$ cat src/rtl/jpeg_block_sequencer_if.sv
// jpeg_block_sequencer_if: pixel handshake, Huffman completion and block strobes between sequencer and encoder
interface jpeg_block_sequencer_if;
  logic pix_valid;
  logic pix_ready;
  logic [2:0] huff_done;
  logic input_1pix_enable;
  logic input_enable;
  logic dct_enable;
  logic dct_end_enable;
  logic zigzag_input_enable;
  logic Huffman_start;
  modport master (
    input pix_valid, huff_done,
    output pix_ready, input_1pix_enable, input_enable, dct_enable, dct_end_enable,
      zigzag_input_enable, Huffman_start
  );
  modport slave (
    output pix_valid, huff_done,
    input pix_ready, input_1pix_enable, input_enable, dct_enable, dct_end_enable,
      zigzag_input_enable, Huffman_start
  );
endinterface

$ cat src/rtl/jpeg_block_sequencer.sv
// jpeg_block_sequencer: sequences the Y/Cb/Cr JPEG encoder datapath one 8x8 block at a time
module jpeg_block_sequencer #(
  parameter int CONV_LATENCY = 1,
  parameter int DCT_CYCLES = 8,
  parameter int HUFF_TIMEOUT = 1023,
  parameter int BLOCKS_PER_FRAME = 1
) (
  input logic clock,
  input logic reset,
  input logic start,
  jpeg_block_sequencer_if.master enc,
  output logic busy,
  output logic block_done,
  output logic frame_done,
  output logic [15:0] block_count,
  output logic timeout_err
);
  typedef enum logic [3:0] {IDLE, LOAD, FLUSH, LATCH, DCT, DCT_END, ZIGZAG, HSTART, HWAIT} state_t;
  localparam int SRW = CONV_LATENCY > 0 ? CONV_LATENCY : 1;
  state_t state, nxt;
  logic [5:0] pix_cnt;
  logic [15:0] tmr;
  logic [2:0] hflags;
  logic [SRW-1:0] sr;
  logic accept, all_done, timed_out, hw_exit, last_block;
  assign accept = enc.pix_valid & enc.pix_ready;
  assign all_done = &(hflags | enc.huff_done);
  assign timed_out = tmr == 16'(HUFF_TIMEOUT);
  assign hw_exit = state == HWAIT && (all_done || timed_out);
  assign last_block = block_count + 16'd1 == 16'(BLOCKS_PER_FRAME);
  assign busy = state != IDLE;
  assign enc.pix_ready = state == LOAD;
  assign enc.input_enable = state == LATCH;
  assign enc.dct_enable = state == DCT;
  assign enc.dct_end_enable = state == DCT_END;
  assign enc.zigzag_input_enable = state == ZIGZAG;
  assign enc.Huffman_start = state == HSTART;
  assign enc.input_1pix_enable = CONV_LATENCY == 0 ? accept : sr[SRW-1];
  always_comb begin
    nxt = state;
    case (state)
      IDLE: nxt = start ? LOAD : IDLE;
      LOAD: if (accept && pix_cnt == 6'd63) nxt = CONV_LATENCY == 0 ? LATCH : FLUSH;
      FLUSH: if (tmr == 16'd0) nxt = LATCH;
      LATCH: nxt = DCT;
      DCT: if (tmr == 16'd0) nxt = DCT_END;
      DCT_END: nxt = ZIGZAG;
      ZIGZAG: nxt = HSTART;
      HSTART: nxt = HWAIT;
      HWAIT: if (hw_exit) nxt = last_block ? IDLE : LOAD;
      default: nxt = IDLE;
    endcase
  end
  always_ff @(posedge clock) state <= reset ? IDLE : nxt;
  // tmr is reused: FLUSH/DCT count down to 0, HWAIT counts its own cycles up from 1
  always_ff @(posedge clock) begin
    if (reset) begin
      pix_cnt <= '0;
      tmr <= '0;
      hflags <= '0;
      sr <= '0;
      block_count <= '0;
      timeout_err <= 1'b0;
      block_done <= 1'b0;
      frame_done <= 1'b0;
    end else begin
      pix_cnt <= accept ? pix_cnt + 6'd1 : pix_cnt;
      sr <= SRW'({sr, accept});
      tmr <= state == LOAD ? 16'(CONV_LATENCY - 1) :
             state == LATCH ? 16'(DCT_CYCLES - 1) :
             state == HSTART ? 16'd1 :
             (state == FLUSH || state == DCT) ? tmr - 16'd1 :
             state == HWAIT ? tmr + 16'd1 : tmr;
      hflags <= state == ZIGZAG ? 3'b000 :
                (state == HSTART || state == HWAIT) ? hflags | enc.huff_done : hflags;
      block_count <= (state == IDLE && start) ? 16'd0 : hw_exit ? block_count + 16'd1 : block_count;
      timeout_err <= (state == IDLE && start) ? 1'b0 : (hw_exit && !all_done) ? 1'b1 : timeout_err;
      block_done <= hw_exit;
      frame_done <= hw_exit && last_block;
    end
  end
endmodule
$ cat src/flat_wrapper.sv
// flat-port wrapper written by rule: the top's interface ports become plain ports
module jpeg_block_sequencer_flat 
#(
  parameter int CONV_LATENCY = 1,
  parameter int DCT_CYCLES = 8,
  parameter int HUFF_TIMEOUT = 1023,
  parameter int BLOCKS_PER_FRAME = 1
)
  (clock, reset, start, busy, block_done, frame_done, block_count, timeout_err, enc_pix_valid, enc_huff_done, enc_pix_ready, enc_input_1pix_enable, enc_input_enable, enc_dct_enable, enc_dct_end_enable, enc_zigzag_input_enable, enc_Huffman_start);
  jpeg_block_sequencer_if enc_i ();
  input logic clock;
  input logic reset;
  input logic start;
  output logic busy;
  output logic block_done;
  output logic frame_done;
  output logic [15:0] block_count;
  output logic timeout_err;
  input wire logic [$bits(enc_i.pix_valid)-1:0] enc_pix_valid;
  input wire logic [$bits(enc_i.huff_done)-1:0] enc_huff_done;
  output wire logic [$bits(enc_i.pix_ready)-1:0] enc_pix_ready;
  output wire logic [$bits(enc_i.input_1pix_enable)-1:0] enc_input_1pix_enable;
  output wire logic [$bits(enc_i.input_enable)-1:0] enc_input_enable;
  output wire logic [$bits(enc_i.dct_enable)-1:0] enc_dct_enable;
  output wire logic [$bits(enc_i.dct_end_enable)-1:0] enc_dct_end_enable;
  output wire logic [$bits(enc_i.zigzag_input_enable)-1:0] enc_zigzag_input_enable;
  output wire logic [$bits(enc_i.Huffman_start)-1:0] enc_Huffman_start;
  assign enc_i.pix_valid = enc_pix_valid;
  assign enc_i.huff_done = enc_huff_done;
  assign enc_pix_ready = enc_i.pix_ready;
  assign enc_input_1pix_enable = enc_i.input_1pix_enable;
  assign enc_input_enable = enc_i.input_enable;
  assign enc_dct_enable = enc_i.dct_enable;
  assign enc_dct_end_enable = enc_i.dct_end_enable;
  assign enc_zigzag_input_enable = enc_i.zigzag_input_enable;
  assign enc_Huffman_start = enc_i.Huffman_start;
  jpeg_block_sequencer #(.CONV_LATENCY(CONV_LATENCY), .DCT_CYCLES(DCT_CYCLES), .HUFF_TIMEOUT(HUFF_TIMEOUT), .BLOCKS_PER_FRAME(BLOCKS_PER_FRAME)) u_core (.clock(clock), .reset(reset), .start(start), .enc(enc_i), .busy(busy), .block_done(block_done), .frame_done(frame_done), .block_count(block_count), .timeout_err(timeout_err));
endmodule
$ cat config.mk
export PLATFORM = sky130hd
export DESIGN_NAME = jpeg_block_sequencer_flat
export DESIGN_NICKNAME = d
export VERILOG_FILES = /design/src/rtl/jpeg_block_sequencer_if.sv /design/src/rtl/jpeg_block_sequencer.sv /design/src/flat_wrapper.sv
export SDC_FILE = /design/constraint.sdc
export NUM_CORES = 1
export LEC_CHECK = 0
export CAP_MARGIN = 10
export CORE_ASPECT_RATIO = 1.4
export CORE_MARGIN = 3
export CORE_UTILIZATION = 35
export DETAILED_ROUTE_END_ITERATION = 8
export MAX_ROUTING_LAYER = met4
export PLACE_DENSITY_LB_ADDON = 0.12
export SLEW_MARGIN = 10
export SYNTH_ARGS = -nofsm -noshare
export SYNTH_HDL_FRONTEND = slang
export SYNTH_SLANG_ARGS = --single-unit
$ cat constraint.sdc
create_clock -name clock -period 4.8 [get_ports clock]
set_clock_uncertainty 0.1 [all_clocks]
set_input_delay 0.96 -clock clock [delete_from_list [all_inputs] [get_ports clock]]
set_output_delay 0.96 -clock clock [all_outputs]
set_load 0.005 [all_outputs]
==> key figures, run 1 <==
Place
  • Gp weighted congestion: 0.792
  • Setup WS pre-CTS: 1.41 ns
  • Hpwl dp: 5790 um
  • I/O Buffers: 33

GRT
  • Vias in the first global route: 2,983
  • First-pass GRT wire length: 14,000 um
  • Largest net degree at the start of global routing: 21
  • Grt ovf: 0
  • Initial antenna violation count: 0
  • Tot GR Track Use: 0.167

Yosys
  • Most common cell in the netlist: nor2_1
  • #FFs+latches synth: 49
  • Synth area leaders: dfxtp_1, ha_1, xnor2_1
  • Synth top area share: 0.297
  • Mapped cell area: 3310 sq um
  • Post-Syn Instances: 427
  • Yosys warning count: 0
  • Netlist cell types: 56
  • Synth async-reset ratio: 0
  • Post-synth EDFFs: 0
  • Cell taking the most area after synthesis: dfxtp_1
  • Sequential share of the synthesized area: 0.297
  • Post-synth top cells: nor2_1, dfxtp_1, nand2_1
  • Mapped Nets: 452
  • Top FF cell, synth: dfxtp_1
  • Synthesized area per cell: 7.74 sq um

Flow run
  • Max Cap Viol: 0

Timing
  • Final worst-path cycle share: 0.721
  • Final Setup Violations: 0
  • Setup ws final: 1.34 ns
  • Slew @ Worst Pin: 0.876 ns
  • Final hold violation count: 0
  • Max Freq: 289 MHz
  • Setup_tns: 0 ns
  • Tmin final: 3.46 ns
  • Slew Viols, Final: 0
  • Worst slew margin: 0.414
  • Unrepaired setup endpoints after global routing: no
  • WHS: 0.368 ns

Routing
  • Via-to-Cell Ratio: 5.48
  • Final ANT Viol Nets: 0
  • DRC: 0
  • Wirelength per Cell: 14.7 um
  • Via count of the routed design: 3,020
  • Total iterations of the first detailed-routing run: 4
  • Detailed Route Iter0 Violations: 80
  • Drt total wl: 8090 um

CTS
  • Postcts setup bufs: 0
  • H-tree depth: 2
  • TritonCTS buffer count: 5
  • Hold-fix buffers, CTS: 0
  • Clock transition at path regs: 0.07 ns
  • Worst skew pair latency: 0.30 ns
  • CTS Sinks: 49
  • CTS tree: built
  • Root Buffer Master: clkbuf_16
  • CTS resizes: 0
  • Clock buffer depth: 2

Setup path
  • CP Depth: 10
  • Slowest cell on crit path: dfxtp_1
  • Setup crit start kind: register
  • Setup CP Type: reg2reg
  • CP Cell Sequence: xor2_1 > and2_1 > buf_4 > ha_1 > or3_1 > and3_1 > o211a_1 > o31ai_1 > mux2i_1 > mux2i_1
  • Crit path top cell by count: mux2i_1
  • Worst Path Required: 4.93 ns
  • Worst-case reg-to-reg path depth: 10
  • CP Capture Type: register
  • Top delay family on crit path: flip-flops
  • Worst Path Arrival: 3.59 ns
  • CP peak stage delay: 0.80 ns
  • Worst path bufs/invs: 1
  • Crit Path Max Fanout: 20

Hold path
  • Hold Crit Depth: 2
  • Hold Path Class: reg2reg

Floorplanning
  • Die X: 88.1 um
  • # IOs: 34
  • Core ar.: 9130 sq um
  • Starting Density: 0.362
  • Die H: 121 um
  • Rows: 41
  • Die area: 10,700 sq um

Pwr
  • Power per standard cell area: 400 nW/um^2
  • Total power: 0.00153 W
  • Lkg Pwr: 1.45 nW
  • Maximum vdd drop: 0.214 mV

Final layout
  • Antenna cells: 0
  • Share of layout cells above drive strength 1: 0.0360
  • Area Overhead vs Synth: 16.0%
  • Nets: 468

Run status
  • Status: complete, no violations
[per-stage QoR]
stage / instance area [sq um] / cells / utilization
floorplan: 3310 / 427 / -
global route: 3830 / 551 / 0.420
finish: 3830 / 551 / 0.420
global placement: 3640 / 543 / 0.399
CTS: 3830 / 551 / 0.420
detailed placement: 3640 / 543 / 0.399
[registers in the layout, summed over array words and instances, names as in the netlist]
| register | cells |
|---|---|
| u_core.hflags | 3 |
| u_core.block_count | 16 |
| u_core.timeout_err | 1 |
| u_core.pix_cnt | 6 |
| u_core.tmr | 16 |
| u_core.enc.input_1pix_enable | 1 |
| u_core.frame_done | 1 |
| u_core.block_done | 1 |
| u_core.state | 4 |
[worst paths after layout]
path                          from                to  slack (ns)
hold / removal    u_core.hflags[0]  u_core.hflags[0]        0.37
setup reg to reg   u_core.state[2]    u_core.tmr[15]        1.34
hold reg to reg   u_core.hflags[0]  u_core.hflags[0]        0.37
setup / recovery   u_core.state[2]    u_core.tmr[15]        1.34
[report_power, final]
group	switching, W	internal, W	total [W]
registers	0.0000704	0.000441	0.000512
logic	0.000320	0.000237	0.000557
clock network	0.000166	0.000298	0.000464
total	0.000556	0.000977	0.00153
[cells in the final DEF, fill, tap and decap left out, types with 4 or more instances in the layout]
master,synthesis,layout
nor3b_1,4,4
nor2b_1,5,5
nor3_1,17,17
inv_1,12,12
mux2i_1,5,5
xor2_1,8,8
clkbuf_16,0,5
clkdlybuf4s50_1,0,33
and3_1,4,4
nand2_1,39,39
a211oi_1,4,4
nand4_1,9,9
nand2b_1,7,7
nor4_1,18,18
nand3_1,11,11
o21ai_0,20,20
dfxtp_1,49,49
or3_1,4,4
nor2_1,50,50
xnor2_1,24,24
ha_1,17,17
o21a_1,6,6
a21oi_1,36,36
a21o_1,8,8
[per-layer routing]
| metal | vias up | global-route usage | wire length [um] |
|---|---|---|---|
| li1 | 1563 | - | - |
| met1 | 1414 | 0.206 | 3740 |
| met2 | 35 | 0.278 | 4000 |
| met3 | 8 | 0.0279 | 218 |
| met4 | 0 | 0.0539 | 121 |
| met5 | - | - | 0 |
[kinds of logic after synthesis]
logic type	count (synthesis)	share of synthesized area
XOR/XNOR	32	0.0848
flip-flops	49	0.297
buffers and inverters	37	0.0537
AND/OR/NAND/NOR	185	0.287
multiplexers	5	0.0151
AO/OA/AOI/OAI	101	0.192
adder cells (fa/ha/maj)	18	0.0704
[layout make-up]
class	instances	area, sq um
inverter	12	45.0
multi-input combinational	341	2150
clock inverter	3	65.1
fill	964	5300
sequential	49	981
timing repair buffer	34	338
clock buffer	5	125
tap	107	134
[worst register-to-register path: stages, from the launching register on]
cell,delay (ns)
dfxtp_1,0.80
xor2_1,0.26
and2_1,0.16
buf_4,0.23
ha_1,0.32
or3_1,0.40
and3_1,0.20
o211a_1,0.11
o31ai_1,0.35
mux2i_1,0.27
mux2i_1,0.19
No activity file was read; power rests on OpenSTA's default activity.
==> run 2: changes to the inputs <==
clock period = 3.49 ns   (was 4.8 ns; I/O delays follow)
==> key figures, run 2 (synthesis results as in run 1) <==
Final layout
  • Most frequent cells in the layout: nor2_1, dfxtp_1, nand2_1
  • Final core occ: 0.421
  • Post-Layout Inst Area: 3850 sq um
  • Share of layout cells above drive strength 1: 0.0489
  • Final instance count without filler cells: 557
  • Area Overhead vs Synth: 16.4%
  • Largest registers: u_core.block_count (16), u_core.tmr (16), u_core.pix_cnt (6)
  • Commonest non-fill, non-tap cell in the layout: nor2_1
  • Nets: 474
  • Antenna cells: 0

Routing
  • Via-to-Cell Ratio: 5.45
  • Total iterations of the first detailed-routing run: 4
  • Drt total wl: 8190 um
  • Wirelength per Cell: 14.7 um
  • Detailed Route Iter0 Violations: 116
  • DRC: 0
  • Final ANT Viol Nets: 0
  • Via count of the routed design: 3,034

Floorplanning
  • Rows: 41
  • # IOs: 34
  • Die H: 121 um
  • Die area: 10,700 sq um
  • Die X: 88.1 um
  • Starting Density: 0.362
  • Core ar.: 9130 sq um

CTS
  • CTS resizes: 0
  • CTS Sinks: 49
  • Clock transition at path regs: 0.07 ns
  • TritonCTS buffer count: 5
  • Hold-fix buffers, CTS: 0
  • Postcts setup bufs: 0
  • Worst skew pair latency: 0.29 ns
  • H-tree depth: 2
  • CTS tree: built
  • Clock buffer depth: 2
  • Root Buffer Master: clkbuf_16

Setup path
  • Worst Path Required: 3.61 ns
  • Worst Path Arrival: 3.16 ns
  • Slowest cell on crit path: o31ai_1
  • CP Capture Type: register
  • Crit Path Max Fanout: 13
  • Worst-case reg-to-reg path depth: 10
  • CP peak stage delay: 0.37 ns
  • CP Cell Sequence: xor2_1 > and2_1 > buf_4 > ha_1 > a211oi_1 > nor2_1 > o31a_1 > o31ai_1 > mux2i_1 > mux2i_1
  • Setup CP Type: reg2reg
  • Setup crit start kind: register
  • Crit path top cell by count: mux2i_1

Timing
  • Final worst-path cycle share: 0.871
  • Slew Viols, Final: 0
  • Setup_tns: 0 ns
  • Worst slew margin: 0.415
  • Slew @ Worst Pin: 0.875 ns
  • Setup ws final: 0.450 ns
  • Final hold violation count: 0
  • Max Freq: 329 MHz
  • Final Setup Violations: 0
  • Tmin final: 3.04 ns
  • Unrepaired setup endpoints after global routing: no

Pwr
  • Power per standard cell area: 523 nW/um^2
  • Maximum vdd drop: 0.219 mV
  • Lkg Pwr: 1.47 nW

Place
  • I/O Buffers: 33
  • DP Cell Count: 549
  • Post-DP Area: 3690 sq um
  • Setup WS pre-CTS: 0.462 ns
  • Hpwl dp: 5970 um
  • Gp weighted congestion: 0.841

GRT
  • Grt ovf: 0
  • Vias in the first global route: 2,994
  • Initial antenna violation count: 0
  • First-pass GRT wire length: 14,200 um
  • Largest net degree at the start of global routing: 21
  • Tot GR Track Use: 0.169

Hold path
  • Hold Crit Depth: 2
  • Hold Path Class: reg2reg

Run status
  • Status: complete, no violations

Flow run
  • Max Cap Viol: 0
==> run 2: cell types whose count changed in the layout (fill, tap and decap cells not counted) <==
cell | previous run | this run
clkbuf_8 | 0 | 2
buf_4 | 1 | 7
bufinv_16 | 2 | 0
==> run 2: worst max-delay path, delay by kind of cell, from the launching register on <==
family / cells / cell delay (ns)
AO/OA/AOI/OAI: 3 / 0.87
XOR/XNOR: 1 / 0.21
adder cells (fa/ha/maj): 1 / 0.32
buffers and inverters: 1 / 0.25
flip-flops: 1 / 0.35
multiplexers: 2 / 0.47
AND/OR/NAND/NOR: 2 / 0.39
==> run 2: cell type report <==
| type | count | area [sq um] |
|---|---|---|
| Clock buffer | 7 | 153 |
| Multi-Input combinational cell | 341 | 2150 |
| Sequential cell | 49 | 981 |
| Fill cell | 970 | 5280 |
| Inverter | 12 | 45.0 |
| Clock inverter | 1 | 5.00 |
| Tap cell | 107 | 134 |
| Timing Repair Buffer | 40 | 383 |
==> run 2: report_power, final <==
part | internal [W] | switching (W) | total (W)
clock network | 0.000304 | 0.000215 | 0.000519
logic | 0.000341 | 0.000494 | 0.000835
registers | 0.000607 | 0.0000519 | 0.000659
==> run 2: path summary, 6_finish.rpt <==
kind	startpoint	end	slack, ns
min reg2reg	u_core.hflags[1]	u_core.hflags[1]	0.38
max	u_core.state[2]	u_core.tmr[15]	0.45
max reg2reg	u_core.state[2]	u_core.tmr[15]	0.45
min	u_core.hflags[1]	u_core.hflags[1]	0.38
==> run 2: metrics by stage <==
| stage | hold slack (ns) | total power (W) |
|---|---|---|
| finish | 0.378 | 0.00201 |
| CTS | 0.380 | 0.00205 |
| floorplan | 0.332 | 0.00131 |
| detailed placement | 0.368 | 0.00151 |
| global placement | 0.350 | 0.00151 |
| global route | 0.412 | 0.00217 |
==> run 2: metal layers <==
metal,part of all wire,vias up,GRT usage
li1,-,1572,-
met1,0.47,1412,0.219
met2,0.49,45,0.275
met3,0.030,5,0.0245
met4,0.0093,0,0.0482
met5,0,-,-
